--- config.mk ---
export PLATFORM = sky130hd
export DESIGN_NAME = mux_scan_seq
export DESIGN_NICKNAME = d
export VERILOG_FILES = /design/src/rtl/mux_scan_seq.sv
export SDC_FILE = /design/constraint.sdc
export NUM_CORES = 1
export LEC_CHECK = 0
export CORE_MARGIN = 3
export CORE_UTILIZATION = 39
export CTS_CLUSTER_DIAMETER = 80
export CTS_CLUSTER_SIZE = 10
export DETAILED_ROUTE_END_ITERATION = 6
export MAX_ROUTING_LAYER = met4
export PLACE_DENSITY = 0.73
export SYNTH_ARGS = -nofsm -noshare
export SYNTH_HDL_FRONTEND = slang
export SYNTH_SLANG_ARGS = --single-unit
--- constraint.sdc ---
create_clock -name clk -period 1.5 [get_ports clk]
set_clock_uncertainty 0.1 [all_clocks]
set_input_delay 0.15 -clock clk [delete_from_list [all_inputs] [get_ports clk]]
set_output_delay 0.15 -clock clk [all_outputs]
set_load 0.05 [all_outputs]
--- src/rtl/mux_scan_seq.sv ---
// Scans an 8-bit word out through a downstream 8:1 mux: holds the word on i0..i7 and steps
// the select s2..s0 across all channels, HOLD cycles per channel, with back-to-back reload.
module mux_scan_seq #(
    parameter int unsigned HOLD      = 1,
    parameter bit          MSB_FIRST = 1'b0
) (
    input  logic       clk,
    input  logic       rst_n,
    input  logic       load_valid,
    input  logic [7:0] load_data,
    output logic       load_ready,
    output logic       i0,
    output logic       i1,
    output logic       i2,
    output logic       i3,
    output logic       i4,
    output logic       i5,
    output logic       i6,
    output logic       i7,
    output logic       s0,
    output logic       s1,
    output logic       s2,
    output logic       busy,
    output logic       last,
    output logic       done
);

    typedef enum logic [0:0] {StIdle, StScan} state_e;

    localparam logic [2:0] FirstChan = MSB_FIRST ? 3'd7 : 3'd0;
    localparam logic [2:0] FinalChan = MSB_FIRST ? 3'd0 : 3'd7;
    localparam logic [3:0] HoldMax   = 4'(HOLD - 1);

    state_e     state_q, state_d;
    logic [2:0] chan_q, chan_d;
    logic [3:0] hcnt_q, hcnt_d;
    logic [7:0] data_q, data_d;
    logic       done_q;
    logic       xfer;

    assign xfer = load_valid && load_ready;

    // State register and datapath registers
    always_ff @(posedge clk) begin
        if (!rst_n) begin
            state_q <= StIdle;
            chan_q  <= 3'd0;
            hcnt_q  <= 4'd0;
            data_q  <= 8'd0;
            done_q  <= 1'b0;
        end else begin
            state_q <= state_d;
            chan_q  <= chan_d;
            hcnt_q  <= hcnt_d;
            data_q  <= data_d;
            done_q  <= last;
        end
    end

    // Next-state logic
    always_comb begin
        state_d = state_q;
        chan_d  = chan_q;
        hcnt_d  = hcnt_q;
        data_d  = data_q;
        unique case (state_q)
            StIdle: begin
                if (xfer) state_d = StScan;
            end
            StScan: begin
                if (last && !xfer) state_d = StIdle;
            end
            default: state_d = StIdle;
        endcase
        if (xfer) begin
            data_d = load_data;
            chan_d = FirstChan;
            hcnt_d = 4'd0;
        end else if (state_q == StScan && !last) begin
            if (hcnt_q == HoldMax) begin
                hcnt_d = 4'd0;
                chan_d = MSB_FIRST ? chan_q - 3'd1 : chan_q + 3'd1;
            end else begin
                hcnt_d = hcnt_q + 4'd1;
            end
        end
    end

    // Output logic
    always_comb begin
        busy       = (state_q == StScan);
        last       = (state_q == StScan) && (chan_q == FinalChan) && (hcnt_q == HoldMax);
        load_ready = rst_n && ((state_q == StIdle) || last);
        done       = done_q;
        {s2, s1, s0} = chan_q;
        {i7, i6, i5, i4, i3, i2, i1, i0} = data_q;
    end

endmodule

==> flow_metrics.env <==
export IMPL_syn_to_final_growth_pct=71.86
export IMPL_cts_max_level=1
export IMPL_drtIter0Drc=10
export IMPL_run_status="finished, violations left"
export IMPL_rows=15
export IMPL_dieArea_mm2=0.002567
export IMPL_pwr_share_clk=0.251
export IMPL_violations="setup timing"
export IMPL_crit_required_ns=1.25
export IMPL_drc=0
export IMPL_gr_usage_met1=0.1828
export IMPL_ir_worst_vdd_mv=0.4967
export IMPL_start_util=0.4319
export IMPL_critPathArrivalTime_ns=1.44
export IMPL_swShare=0.2910
export IMPL_final_nets=133
export IMPL_vias=686
export IMPL_syn_area_um2=778.2
export IMPL_period_needed_ns=1.691
export IMPL_path_cells="ha_4 -> ha_4 -> nand4bb_4 -> a21boi_4 -> buf_12"
export IMPL_gp_congestion=0.8719
export IMPL_drt_wl_total_um=1861
export IMPL_ios=26
export IMPL_fp_dieH_um=50.67
export IMPL_cts_tree="done"
export IMPL_numCtsBuffers=3
export IMPL_combPwrFrac=0.251
export IMPL_relSlewSlack=0.8082
export IMPL_worst_pin_slew_ns=0.2872
export IMPL_ys_seq_elements=17
export IMPL_p_int_uw=681.3
export IMPL_clkTransAtPathRegs_ns=0.10
export IMPL_fill_cells=139
export IMPL_vias_per_cell=4.831
export IMPL_setup_viol=17
export IMPL_syn_avg_cell_area_um2=10.11
export IMPL_hold_viol=0
export IMPL_ys_types=26
export IMPL_path_buf_inv=1
export IMPL_ys_seq_area_frac=0.4373
export IMPL_drive_gt1_frac=0.4444
export IMPL_grt_pass1_wl_um=2946
export IMPL_diodes=0
export IMPL_pwr_share_seq=0.498
export IMPL_p_sw_uw=279.6
export IMPL_drv_slew=0
export IMPL_drt_first_pass_iters=2
export IMPL_yosysTopAreaCell="dfxtp_1"
export IMPL_crit_type="reg -> out"
export IMPL_grt_antenna_before_repair=0
export IMPL_clk_latency_ns=0.28
export IMPL_final_util=0.7424
export IMPL_track_usage=0.1634
export IMPL_path_delay_family="flip-flops"
export IMPL_clock_path_buffers=2
export IMPL_grt_setup_unrepaired="true"
export IMPL_use_met3=0.04154
export IMPL_fin_ws_ns=-0.1906
export IMPL_slowest_delay_ns=0.37
export IMPL_dpl_hpwl_um=1359
export IMPL_netlist_area_leader_share=0.4373
export IMPL_core_area_mm2=0.001802
export IMPL_met2_usage=0.2630
export IMPL_portBuffers=25
export IMPL_drtAntennaViolNets=0
export IMPL_timing_fmax_mhz=591.5
export IMPL_grt_max_degree=15
export IMPL_syn_num_nets=92
export IMPL_syn_instance_count=77
export IMPL_worst_setup_path_start_kind="flip-flop"
export IMPL_hold_class="in -> reg"
export IMPL_netlist_top_cells_area="dfxtp_1, mux2i_1, nor2b_1"
export IMPL_yosysWarnings=0
export IMPL_cp_slowest_cell="dfxtp_4"
export IMPL_top_usage_layer="met2"
export IMPL_grt_pass1_vias=639
export IMPL_grt_ovfl_total=0
export IMPL_p_per_area_mw_per_mm2=718.4
export IMPL_wl_per_cell_um=13.11
export IMPL_end_kind="primary output"
export IMPL_period_share=1.127
export IMPL_die_w_um=50.67
export IMPL_dp_slack_ns=-0.1734
export IMPL_cp_max_fo=4
export IMPL_holdWs_ns=0.3708
export IMPL_drv_cap=0
export IMPL_clockRootBuffer="clkbuf_4"
export IMPL_cpMostUsedCell="ha_4"
export IMPL_clock_sink_count=17
export IMPL_leakage_nw=0.5695
cell families after synthesis:
logic type	Yosys count	synth area share
compound gates	9	0.07558
flops	17	0.4373
buf+inv	6	0.04018
fa+ha+maj	4	0.06431
simple gates	30	0.2428
xor+xnor	1	0.01126
mux	10	0.1286
registers in the layout (all words and copies together) (netlist names):
register,flops
data_q,8
hcnt_q,4
chan_q,3
busy,1
done,1
metrics by stage:
step / setup TNS (ns) / cell area [um^2] / std cells / power, mW
after floorplan: -1.058 / 852.1 / 77 / 0.6216
after global placement: -1.237 / 1246 / 135 / 0.7204
after detailed placement: -1.860 / 1246 / 135 / 0.7250
after CTS: -2.526 / 1300 / 141 / 0.9659
after global routing: -2.744 / 1338 / 142 / 1.014
final: -1.768 / 1338 / 142 / 0.9609
power by group through the flow:
stage          Combinational [mW]  Sequential (mW)  Clock [mW]
5_1_grt                     0.254            0.481       0.280
3_3_place_gp                0.233            0.488           0
4_1_cts                     0.240            0.478       0.248
2_1_floorplan              0.0724            0.549           0
3_5_place_dp                0.237            0.488           0
6_report                    0.241            0.478       0.242
repair_timing:
| item | CTS | global route |
|---|---|---|
| setup endpoints to repair | 15 | 18 |
| gates resized for setup | 3 | 8 |
| hold buffers | 0 | 0 |
| pin swaps | 5 | 4 |
| cloned | 0 | 0 |
| setup buffers | 2 | 1 |
layout by cell type (no fill, tap or decap), types with 2 or more instances in the layout:
cell	instances
a21oi_1	2
buf_12	7
buf_4	21
clkbuf_4	3
clkdlybuf4s50_1	10
dfxtp_1	13
dfxtp_2	2
dfxtp_4	2
ha_4	3
inv_2	2
mux2i_1	10
nand2_1	2
nand3_1	2
nor2_1	4
nor2b_1	10
nor3_1	2
final timing paths:
kind / startpoint / endpoint / slack (ns) / cells after the start
min reg2reg: data_q[1] / data_q[1] / 0.43 / 2
min: load_data[7] / data_q[7] / 0.37 / 3
max reg2reg: chan_q[1] / busy / -0.15 / 7
max: chan_q[1] / load_ready / -0.19 / 5
worst reg2reg max path, delay by kind of cell, from the launching register on:
| kind | cells | cell delay, ns |
|---|---|---|
| buffers and inverters | 2 | 0.29 |
| AND/OR/NAND/NOR | 2 | 0.36 |
| adder cells (fa/ha/maj) | 2 | 0.28 |
| flip-flops | 1 | 0.37 |
| AO/OA/AOI/OAI | 1 | 0.14 |
area by class of cell:
class                   instances  area, um^2  share of cell area
inverters                       3       11.26            0.008419
clock buffers                   4       26.28             0.01964
multi-input cells              54       509.2              0.3807
well taps                      25       31.28             0.02339
flip-flops and latches         17       350.3              0.2619
repair buffers                 39       409.1              0.3059
metal layers:
layer  vias to the layer above  wire (um)
met5                         -          0
met4                         0         35
met3                         4         57
met2                        15        953
met1                       319        814
li1                        348          -
synthesized netlist by cell type:
library cell	count
a211o_1	1
a21boi_0	1
a21boi_1	1
a21oi_1	4
a31oi_1	1
and2b_1	1
and3_2	1
buf_2	1
buf_6	1
clkbuf_1	1
dfxtp_1	17
ha_1	4
inv_1	3
mux2i_1	10
nand2_1	4
nand3_1	2
nand3b_1	1
nand4bb_1	1
nor2_1	5
nor2b_1	10
nor3_1	2
nor3b_1	1
nor4_1	1
nor4bb_4	1
o21ai_2	1
xor2_1	1
No activity file was read; power rests on OpenSTA's default activity.
